==> src/rtl/sb_3320_path_sequencer_pkg.sv <==
// Shared definitions for the path sequencer and the direction lookup.
package sb_3320_path_sequencer_pkg;

   localparam int NODE_W = 5;
   localparam logic [NODE_W-1:0] START_NODE = 5'd27;

   // Direction codes, identical on both sides of the lookup interface.
   localparam logic [2:0] DIR_STOP  = 3'b000;
   localparam logic [2:0] DIR_FWD   = 3'b001;
   localparam logic [2:0] DIR_LEFT  = 3'b010;
   localparam logic [2:0] DIR_RIGHT = 3'b011;
   localparam logic [2:0] DIR_UTURN = 3'b100;

   typedef enum logic [2:0] {
      ST_IDLE,
      ST_READY,
      ST_LOOKUP,
      ST_ISSUE,
      ST_TRAVEL,
      ST_FINAL
   } state_t;

endpackage

==> src/rtl/sb_3320_path_buffer.sv <==
// Path node storage: one write port, three combinational reads around an index.
module sb_3320_path_buffer
   import sb_3320_path_sequencer_pkg::*;
#(
   parameter int MAX_LEN = 32,
   localparam int IDX_W  = $clog2(MAX_LEN)
) (
   input  logic              clk_i,
   input  logic              wr_en_i,
   input  logic [IDX_W-1:0]  wr_addr_i,
   input  logic [NODE_W-1:0] wr_node_i,
   input  logic [IDX_W-1:0]  rd_idx_i,
   output logic [NODE_W-1:0] rd_prev_o,
   output logic [NODE_W-1:0] rd_curr_o,
   output logic [NODE_W-1:0] rd_next_o
);

   logic [NODE_W-1:0] mem_q [MAX_LEN];
   logic [IDX_W-1:0]  idx_prev;
   logic [IDX_W-1:0]  idx_next;

   // Contents survive reset; a new load simply overwrites from slot 0.
   always_ff @(posedge clk_i) begin
      if (wr_en_i) mem_q[wr_addr_i] <= wr_node_i;
   end

   // Neighbour indices wrap; the sequencer substitutes START_NODE at index 0
   // and never consumes the next slot past the final node.
   always_comb begin
      idx_prev  = rd_idx_i - IDX_W'(1);
      idx_next  = rd_idx_i + IDX_W'(1);
      rd_prev_o = mem_q[idx_prev];
      rd_curr_o = mem_q[rd_idx_i];
      rd_next_o = mem_q[idx_next];
   end

endmodule

==> src/rtl/sb_3320_path_sequencer.sv <==
// Walks a loaded node path, feeds (prev, curr, next) to the direction lookup
// and hands each resulting direction to the motion controller.
//
//   state     | meaning
//   ----------+-------------------------------------------------------------
//   ST_IDLE   | accepting path nodes into the buffer
//   ST_READY  | path complete, waiting for start_run
//   ST_LOOKUP | triple presented, down-counting the lookup latency
//   ST_ISSUE  | direction command offered, waiting for cmd_ready
//   ST_TRAVEL | command taken, waiting for arrival at the next node
//   ST_FINAL  | stop command offered; acceptance ends the run
module sb_3320_path_sequencer
   import sb_3320_path_sequencer_pkg::*;
#(
   parameter int MAX_LEN    = 32,
   parameter int LOOKUP_LAT = 2
) (
   input  logic              clk_50,
   input  logic              reset,
   input  logic              load_valid,
   input  logic [NODE_W-1:0] load_node,
   input  logic              load_last,
   output logic              load_ready,
   input  logic              start_run,
   input  logic              node_event,
   output logic              lut_start,
   output logic [NODE_W-1:0] prev_node,
   output logic [NODE_W-1:0] curr_node,
   output logic [NODE_W-1:0] next_node,
   input  logic [2:0]        dir_in,
   output logic              cmd_valid,
   output logic [2:0]        cmd_dir,
   input  logic              cmd_ready,
   output logic              busy,
   output logic              done,
   output logic              error,
   output logic [5:0]        path_len
);

   localparam int IDX_W  = $clog2(MAX_LEN);
   localparam int WAIT_W = $clog2(LOOKUP_LAT + 1);

   state_t            state_q, state_d;
   logic [5:0]        path_len_q, path_len_d;
   logic [IDX_W-1:0]  index_q, index_d;
   logic [WAIT_W-1:0] wait_q, wait_d;
   logic              cmd_valid_q, cmd_valid_d;
   logic [2:0]        cmd_dir_q, cmd_dir_d;
   logic              busy_q, busy_d;
   logic              done_q, done_d;
   logic              error_q, error_d;
   logic [NODE_W-1:0] prev_q, prev_d, curr_q, curr_d, next_q, next_d;
   logic              lut_start_q;

   logic              load_ready_c;
   logic              load_accept;
   logic              load_triple;
   logic [NODE_W-1:0] rd_prev, rd_curr, rd_next;

   // Buffer reads follow the index being entered, so the triple is
   // captured on the same edge that moves into ST_LOOKUP.
   sb_3320_path_buffer #(.MAX_LEN(MAX_LEN)) u_buf (
      .clk_i     (clk_50),
      .wr_en_i   (load_accept),
      .wr_addr_i (path_len_q[IDX_W-1:0]),
      .wr_node_i (load_node),
      .rd_idx_i  (index_d),
      .rd_prev_o (rd_prev),
      .rd_curr_o (rd_curr),
      .rd_next_o (rd_next)
   );

   // State, counters and registered outputs.
   always_ff @(posedge clk_50) begin
      if (reset) begin
         state_q     <= ST_IDLE;
         path_len_q  <= '0;
         index_q     <= '0;
         wait_q      <= '0;
         cmd_valid_q <= 1'b0;
         cmd_dir_q   <= DIR_STOP;
         busy_q      <= 1'b0;
         done_q      <= 1'b0;
         error_q     <= 1'b0;
         prev_q      <= START_NODE;
         curr_q      <= START_NODE;
         next_q      <= START_NODE;
         lut_start_q <= 1'b0;
      end else begin
         state_q     <= state_d;
         path_len_q  <= path_len_d;
         index_q     <= index_d;
         wait_q      <= wait_d;
         cmd_valid_q <= cmd_valid_d;
         cmd_dir_q   <= cmd_dir_d;
         busy_q      <= busy_d;
         done_q      <= done_d;
         error_q     <= error_d;
         prev_q      <= prev_d;
         curr_q      <= curr_d;
         next_q      <= next_d;
         lut_start_q <= 1'b1;
      end
   end

   // Next-state and output decisions.
   always_comb begin
      state_d     = state_q;
      path_len_d  = path_len_q;
      index_d     = index_q;
      wait_d      = wait_q;
      cmd_valid_d = cmd_valid_q;
      cmd_dir_d   = cmd_dir_q;
      busy_d      = busy_q;
      done_d      = 1'b0;
      error_d     = error_q;
      prev_d      = prev_q;
      curr_d      = curr_q;
      next_d      = next_q;
      load_triple = 1'b0;

      load_ready_c = !reset && (state_q == ST_IDLE) && (path_len_q < 6'(MAX_LEN));
      load_accept  = load_valid && load_ready_c;

      // An arrival outside ST_TRAVEL means the bot outran the sequencer.
      if (node_event && (state_q != ST_TRAVEL)) error_d = 1'b1;

      case (state_q)
         ST_IDLE: begin
            if (load_accept) begin
               path_len_d = path_len_q + 6'd1;
               if (load_last) begin
                  state_d = ST_READY;
               end else if (path_len_q + 6'd1 == 6'(MAX_LEN)) begin
                  state_d = ST_READY;
                  error_d = 1'b1;
               end
            end
         end
         ST_READY: begin
            if (start_run) begin
               busy_d = 1'b1;
               if (path_len_q == 6'd1) begin
                  cmd_dir_d   = DIR_STOP;
                  cmd_valid_d = 1'b1;
                  state_d     = ST_FINAL;
               end else begin
                  index_d     = '0;
                  wait_d      = WAIT_W'(LOOKUP_LAT);
                  load_triple = 1'b1;
                  state_d     = ST_LOOKUP;
               end
            end
         end
         ST_LOOKUP: begin
            if (wait_q == '0) begin
               cmd_valid_d = 1'b1;
               if (dir_in == DIR_STOP) begin
                  error_d   = 1'b1;
                  cmd_dir_d = DIR_STOP;
                  state_d   = ST_FINAL;
               end else begin
                  cmd_dir_d = dir_in;
                  state_d   = ST_ISSUE;
               end
            end else begin
               wait_d = wait_q - WAIT_W'(1);
            end
         end
         ST_ISSUE: begin
            if (cmd_ready) begin
               cmd_valid_d = 1'b0;
               state_d     = ST_TRAVEL;
            end
         end
         ST_TRAVEL: begin
            if (node_event) begin
               index_d = index_q + IDX_W'(1);
               if (6'(index_q) + 6'd1 == path_len_q - 6'd1) begin
                  cmd_dir_d   = DIR_STOP;
                  cmd_valid_d = 1'b1;
                  state_d     = ST_FINAL;
               end else begin
                  wait_d      = WAIT_W'(LOOKUP_LAT);
                  load_triple = 1'b1;
                  state_d     = ST_LOOKUP;
               end
            end
         end
         ST_FINAL: begin
            if (cmd_ready) begin
               cmd_valid_d = 1'b0;
               done_d      = 1'b1;
               busy_d      = 1'b0;
               path_len_d  = '0;
               state_d     = ST_IDLE;
            end
         end
         default: state_d = ST_IDLE;
      endcase

      if (load_triple) begin
         prev_d = (index_d == '0) ? START_NODE : rd_prev;
         curr_d = rd_curr;
         next_d = rd_next;
      end
   end

   assign load_ready = load_ready_c;
   assign lut_start  = lut_start_q;
   assign prev_node  = prev_q;
   assign curr_node  = curr_q;
   assign next_node  = next_q;
   assign cmd_valid  = cmd_valid_q;
   assign cmd_dir    = cmd_dir_q;
   assign busy       = busy_q;
   assign done       = done_q;
   assign error      = error_q;
   assign path_len   = path_len_q;

endmodule

==> config.mk <==
export PLATFORM = sky130hd
export DESIGN_NAME = sb_3320_path_sequencer
export DESIGN_NICKNAME = d
export VERILOG_FILES = /design/src/rtl/sb_3320_path_sequencer_pkg.sv /design/src/rtl/sb_3320_path_buffer.sv /design/src/rtl/sb_3320_path_sequencer.sv
export SDC_FILE = /design/constraint.sdc
export NUM_CORES = 1
export LEC_CHECK = 0
export ABC_AREA = 1
export BUFFER_PORTS_ARGS = -buffer_cell sky130_fd_sc_hd__buf_2
export CAP_MARGIN = 0
export CORE_UTILIZATION = 40
export DETAILED_ROUTE_END_ITERATION = 10
export MAX_ROUTING_LAYER = met4
export PLACE_DENSITY = 0.62
export SYNTH_ARGS = -nofsm -noshare
export SYNTH_HDL_FRONTEND = slang
export SYNTH_HIERARCHICAL = 1
export SYNTH_SLANG_ARGS = --single-unit
==> constraint.sdc <==
create_clock -name clk_50 -period 4.9 [get_ports clk_50]
set_clock_uncertainty 0.15 [all_clocks]
set_input_delay 0.49 -clock clk_50 [delete_from_list [all_inputs] [get_ports clk_50]]
set_output_delay 0.49 -clock clk_50 [all_outputs]
set_load 0.005 [all_outputs]
======== Yosys cells after proc, flatten, opt, wreduce, memory -nomap -nowiden ========
Memories as Yosys holds them, arrays and structs flattened. A register that Yosys moved wholly into a read port is not among the register bits.
Cells that the tools add are included.
operators by class
  $add $sub $neg .......................... 7
  order comparisons ....................... 1
  equality and inequality tests ........... 22
  muxes and demuxes ....................... 58
  bitwise operators ....................... 1
  reductions and logical operators ........ 21
operators with widths
  cell                                               count
  two-way mux 3 bit                                  17
  inequality test 2 bit, second input constant       11
  two-way mux 1 bit                                  21
  two-way mux 5 bit                                  4
  case mux 3 bit (6 select lines)                    1
  AND reduction 7 bit                                2
  two-way mux 6 bit                                  2
  case mux 6 bit (2 select lines)                    1
  AND reduction 6 bit                                2
  adder 5 x 1 -> 5 bit, second input constant        2
  two-way mux 2 bit                                  5
  case mux 5 bit (2 select lines)                    1
  case mux 3 bit (3 select lines)                    1
  adder 5 x 1 -> 6 bit, second input constant        1
  adder 6 x 1 -> 6 bit, second input constant        1
  == test 3 x 2 -> 1 bit, second input constant      2
  == test 3 bit, second input constant               2
  == test 6 x 1 -> 1 bit, second input constant      1
  == test 6 bit                                      1
  == test 6 bit, second input constant               1
  logical NOT 3 bit                                  2
  less-than comparator 6 bit, second input constant  1
  case mux 1 bit (2 select lines)                    3
  case mux 2 bit (3 select lines)                    1
  18 further kinds                                   24
word-level totals
  bits in registers ....................... 29
  bits in writable memories ............... 160
  input bits .............................. 15
  output and inout bits ................... 30
  logic and storage cells ................. 122
  memories ................................ 1
memory list
  name         words  width  read ports  clocked after memory_dff  write ports  RTL line                   RTL
  u_buf.mem_q  32     5      3           2                         1            sb_3320_path_buffer.sv:18  logic [NODE_W-1:0] mem_q [MAX_LEN];

======== Longest topological paths before layout ========
  word-level depth ........................ 7
  depth in mapped cells ................... 25
  depth with buffers taken out ............ 21

======== Hierarchy ========
The synthesis kept the hierarchy.
by module, submodules not included
  module                  times used  cells an instance  area an instance (um^2)  sequential area each (um^2)
  sb_3320_path_buffer     1           1,130              9,193.8                  4,804.6
  sb_3320_path_sequencer  1           360                2,326.0                  780.7

======== Worst setup path after synthesis ========
Ideal clock, no wire load.
  path type ............................... reg2reg
  start ................................... reg path_len_q[0], in the netlist path_len[0]
  end ..................................... reg prev_q[3], in the netlist prev_node[3]
  setup time .............................. 0.112 ns
  arrival time ............................ 3.050 ns
  setup slack ............................. 1.589 ns
  stages on the path, launching flop included .. 23
  period minus slack after synthesis ...... 3.311 ns
  cells stage by stage .................... dfxtp_1 -> ha_1 -> nand4_2 -> a21oi_1 -> nand2_1 -> o211ai_1 -> buf_4 -> inv_4 -> buf_6 -> buf_6 -> ha_1 -> buf_2 -> inv_2 -> clkbuf_1 -> nand3_1 -> nand3_1 -> nand3_1 -> nand3_1 -> nand2_1 -> inv_1 -> nand2_1 -> nand2_1 -> nand2_1
between the ends
  longest elaborated chain between the ends .. 7
RTL lines
  what                             RTL line                       RTL
  start, declared                  sb_3320_path_sequencer.sv:44   logic [5:0] path_len_q, path_len_d;
  start signal, assigned           sb_3320_path_sequencer.sv:91   path_len_q <= path_len_d;
  == test 6 x 1 -> 1 bit           sb_3320_path_sequencer.sv:143  if (path_len_q == 6'd1) begin
  two-way mux 5 bit                sb_3320_path_sequencer.sv:143
  two-way mux 5 bit                sb_3320_path_sequencer.sv:141  if (start_run) begin
  case mux 5 bit (2 select lines)  sb_3320_path_sequencer.sv:128  case (state_q)
  net index_d[0]                   sb_3320_path_sequencer.sv:45   logic [IDX_W-1:0] index_q, index_d;
  subtractor 5 x 1 -> 5 bit        sb_3320_path_buffer.sv:30      idx_prev = rd_idx_i - IDX_W'(1);
  memory (32 x 5 bit)              n/a
  net rd_prev[3]                   sb_3320_path_sequencer.sv:58   logic [NODE_W-1:0] rd_prev, rd_curr, rd_next;
  two-way mux 5 bit                sb_3320_path_sequencer.sv:203  prev_d = (index_d == '0) ? START_NODE : rd_prev;
  end signal, assigned             sb_3320_path_sequencer.sv:99   prev_q <= prev_d;
  end, declared                    sb_3320_path_sequencer.sv:52   logic [NODE_W-1:0] prev_q, prev_d, curr_q, curr_d, next_q, next_d;
The timed path passes the listed nets, and every way through them passes these cells.
A chain may end at the register's enable or synchronous reset.

======== Final worst setup path ========
  start ................................... reg path_len_q[0], in the netlist path_len[0]
  end ..................................... reg next_q[0], in the netlist next_node[0] (read register of u_buf.mem_q)
between the ends
  longest elaborated chain between the ends .. 5
RTL lines
  what                             RTL line                       RTL
  == test 6 x 1 -> 1 bit           sb_3320_path_sequencer.sv:143
  two-way mux 5 bit                sb_3320_path_sequencer.sv:143
  two-way mux 5 bit                sb_3320_path_sequencer.sv:141
  case mux 5 bit (2 select lines)  sb_3320_path_sequencer.sv:128
  net index_d[0]                   sb_3320_path_sequencer.sv:45
  adder 5 x 1 -> 5 bit             sb_3320_path_buffer.sv:31      idx_next = rd_idx_i + IDX_W'(1);
  end, declared                    sb_3320_path_sequencer.sv:52
The timed path passes the listed nets, and every way through them passes these cells.

==> results_dict.tcl <==
set metrics [dict create \
    synth_cell_types 38 \
    tritoncts "built" \
    fin_tns_setup_ps 0 \
    initial_core_util 0.410 \
    drt_first_iter_violations 1286 \
    cts.sinks 199 \
    startpoint_type "flop" \
    status "complete, no violations" \
    die-area_um2 29500 \
    ff2ff_path_depth 15 \
    antenna_found_initial 0 \
    leakage_nw 4.98 \
    ctsHoldBuffers 0 \
    syn_area_um2 11500 \
    rsz0062_at_grt "no" \
    ys.flop_type "edfxtp_1" \
    grt_util_met1 0.367 \
    slew_headroom 0.409 \
    rows 61 \
    first_pass_iters 6 \
    portBuffers 44 \
    numCtsBuffers 17 \
    hold_violations 0 \
    maxCapViolCount 0 \
    cts_resized 0 \
    viasPerCell 5.64 \
    synth-edff-count 160 \
    synth_nets 1512 \
    setup_viol 0 \
    path_class "flop to flop" \
    slew_viol_final 0 \
    grt_pass1_vias 9356 \
    clock_latency_ps 450 \
    clk_pin_slew_ps 80 \
    grt.busiest_layer "met2" \
    core_um2 28100 \
    worstPathArrival_ps 4110 \
    grt_usage 0.266 \
    die_y_um 172 \
    cp-endpoint "next_node[0]" \
    fin_area_um2 12400 \
    clk_path_buf_depth 2 \
    hpwl_mm 25.1 \
    n_fill_cell 2835 \
    crit_fanout 80 \
    area_growth_pct 8.05 \
    grt_max_degree 165 \
    yosysSeqAreaShare 0.485 \
    grtUsageMet2 0.402 \
    required_ps 5050 \
    antennaDiodeCount 0 \
    p_per_area_nw_per_um2 281 \
    hold_class "input pin to flop" \
    fmax_mhz 253 \
    pre_cts_ws_ps 998 \
    ys_warn_count 6 \
    placed_area_um2 11900 \
    ys_seq_elements 199 \
    timing.final.crit_period_ps 3960 \
    cp-startpoint "path_len[0]" \
    drtAntennaViolNets 0 \
    die_w_um 172 \
    grt-ovfl-total 0 \
    syn_inst 1490 \
    cts_root_buf "clkbuf_16" \
    crit_path_end_kind "flop" \
    io_pins 45 \
    grt_use_met3 0.0426 \
    r2r-start "path_len[0]" \
    finalNetCount 1502 \
    grt_pass1_wl_mm 56.2 \
    r2r-end "next_node[0]" \
    worst_pin_slew_ps 887 \
    reg2reg_slack_ps 940 \
    layout-drive-gt1-share 0.0918 \
    remaining_drc_errors 0 \
    wire_per_inst_um 19.7 \
    htreeDepth 4 \
    syn-mean-instance-area_um2 7.73 \
    vias 10553 \
    finalWirelength_mm 36.8 \
    ir_worst_vdd_mv 0.232 \
    gp_congestion 0.975 \
    cts_setup_buffers 0 \
    finalCritPeriodShare 0.808 \
    setup_slack_ps 942 \
    async_flop_share 0 \
]
-- cell type report --
cell class                 count  area [um2]  share of cell area
multi-input combinational   1136        5210               0.418
clock buffer                  20         467              0.0375
clock inverter                12         108             0.00864
sequential                   199        5590               0.449
tap                          378         473              0.0380
inverter                      69         264              0.0212
timing repair buffer          57         343              0.0275
-- worst min path at each step --
stage,endpoint,depth (start not counted),slack [ps],startpoint
after floorplan,wait_q[1],2,280,wait_q[1]
after global placement,curr_node[1],2,290,curr_node[1]
after detailed placement,curr_node[1],2,290,curr_node[1]
after CTS,cmd_dir[0],3,150,dir_in[0]
after global routing,cmd_dir[2],3,160,dir_in[2]
final,cmd_dir[0],3,160,dir_in[0]
-- worst max-delay path: stages, from the launching register on --
cell and delay [ps]:
dfxtp_1 520, ha_1 220, nand4_2 200, a21oi_1 190, nand2_1 60, o211ai_1 220
inv_4 230, ha_2 400, buf_4 680, nand3_1 360, nand3_1 190, nand3_1 90
nand3_1 110, nand2_1 60, nand2_1 60, nand3_1 70
-- cells in the final DEF (no fill, tap or decap), types with 3 or more instances in the layout --
cell / instances
xor2_1: 9
o21ai_0: 4
inv_4: 3
xor2_2: 3
nand4_1: 6
inv_2: 15
nand2_1: 523
nor2_2: 5
a21oi_1: 20
nand2_2: 9
clkbuf_16: 17
inv_1: 52
nand3_1: 458
o211ai_1: 3
nor2_1: 65
inv_6: 3
dfxtp_1: 39
ha_1: 6
inv_8: 3
edfxtp_1: 160
nor2_4: 3
buf_2: 44
clkbuf_8: 3
clkinv_4: 3
o21ai_1: 3
buf_4: 11
-- routing by layer --
metal	vias up	routed length (um)	share of wire
met5	-	0	0
met4	0	744	0.020
met3	45	2840	0.077
met2	486	16800	0.46
met1	4993	16500	0.45
li1	5029	-	-
-- logic make-up (layout without fill, tap and decap cells) --
| group | Yosys count | count (layout) | synth area share |
|---|---|---|---|
| compound gates | 36 | 36 | 0.0180 |
| fa+ha+maj | 7 | 7 | 0.00760 |
| buf+inv | 155 | 158 | 0.0633 |
| flops | 199 | 199 | 0.485 |
| xor+xnor | 14 | 14 | 0.0126 |
| simple gates | 1079 | 1079 | 0.414 |
-- Yosys cell counts (2+ instances only) --
| library cell | count | area (um2) |
|---|---|---|
| nand2_1 | 523 | 1960 |
| nand3_1 | 458 | 2290 |
| edfxtp_1 | 160 | 4800 |
| nor2_1 | 65 | 244 |
| inv_1 | 52 | 195 |
| buf_2 | 39 | 195 |
| dfxtp_1 | 39 | 781 |
| clkbuf_1 | 24 | 90.1 |
| a21oi_1 | 20 | 100 |
| inv_2 | 15 | 56.3 |
| buf_4 | 11 | 82.6 |
| nand2_2 | 9 | 56.3 |
| xor2_1 | 9 | 78.8 |
| buf_6 | 7 | 78.8 |
| ha_1 | 7 | 87.6 |
| nand4_1 | 6 | 37.5 |
| buf_1 | 5 | 18.8 |
| nor2_2 | 5 | 31.3 |
| o21ai_0 | 4 | 20.0 |
| nor2_4 | 3 | 33.8 |
| o211ai_1 | 3 | 22.5 |
| o21ai_1 | 3 | 15.0 |
| xor2_2 | 3 | 48.8 |
| a31oi_1 | 2 | 12.5 |
| inv_4 | 2 | 12.5 |
| nand3_2 | 2 | 20.0 |
| nor3_1 | 2 | 10.0 |
| xnor2_1 | 2 | 17.5 |
-- flip-flops by register name, summed over array words and instances, names as in the netlist --
| register | count |
|---|---|
| curr_node | 5 |
| error | 1 |
| wait_q | 2 |
| cmd_dir | 3 |
| prev_node | 5 |
| u_buf/mem_q | 160 |
| busy | 1 |
| state_q | 3 |
| lut_start | 1 |
| index_q | 5 |
| next_node | 5 |
| cmd_valid | 1 |
| done | 1 |
| path_len | 6 |
-- report_power, final --
group          internal, W  switching [W]
registers          0.00185      0.0000200
clock network     0.000710       0.000688
logic            0.0000718       0.000168
-- through the flow --
step | power, W | util | hold slack, ps | cells
floorplan | 0.00205 | - | 284 | 1490
global placement | 0.00214 | 0.423 | 290 | 1839
CTS | 0.00352 | 0.443 | 147 | 1871
detailed placement | 0.00214 | 0.423 | 292 | 1839
finish | 0.00350 | 0.443 | 158 | 1871
global route | 0.00362 | 0.443 | 162 | 1871
Note: power is estimated with default switching activity, not from simulation.
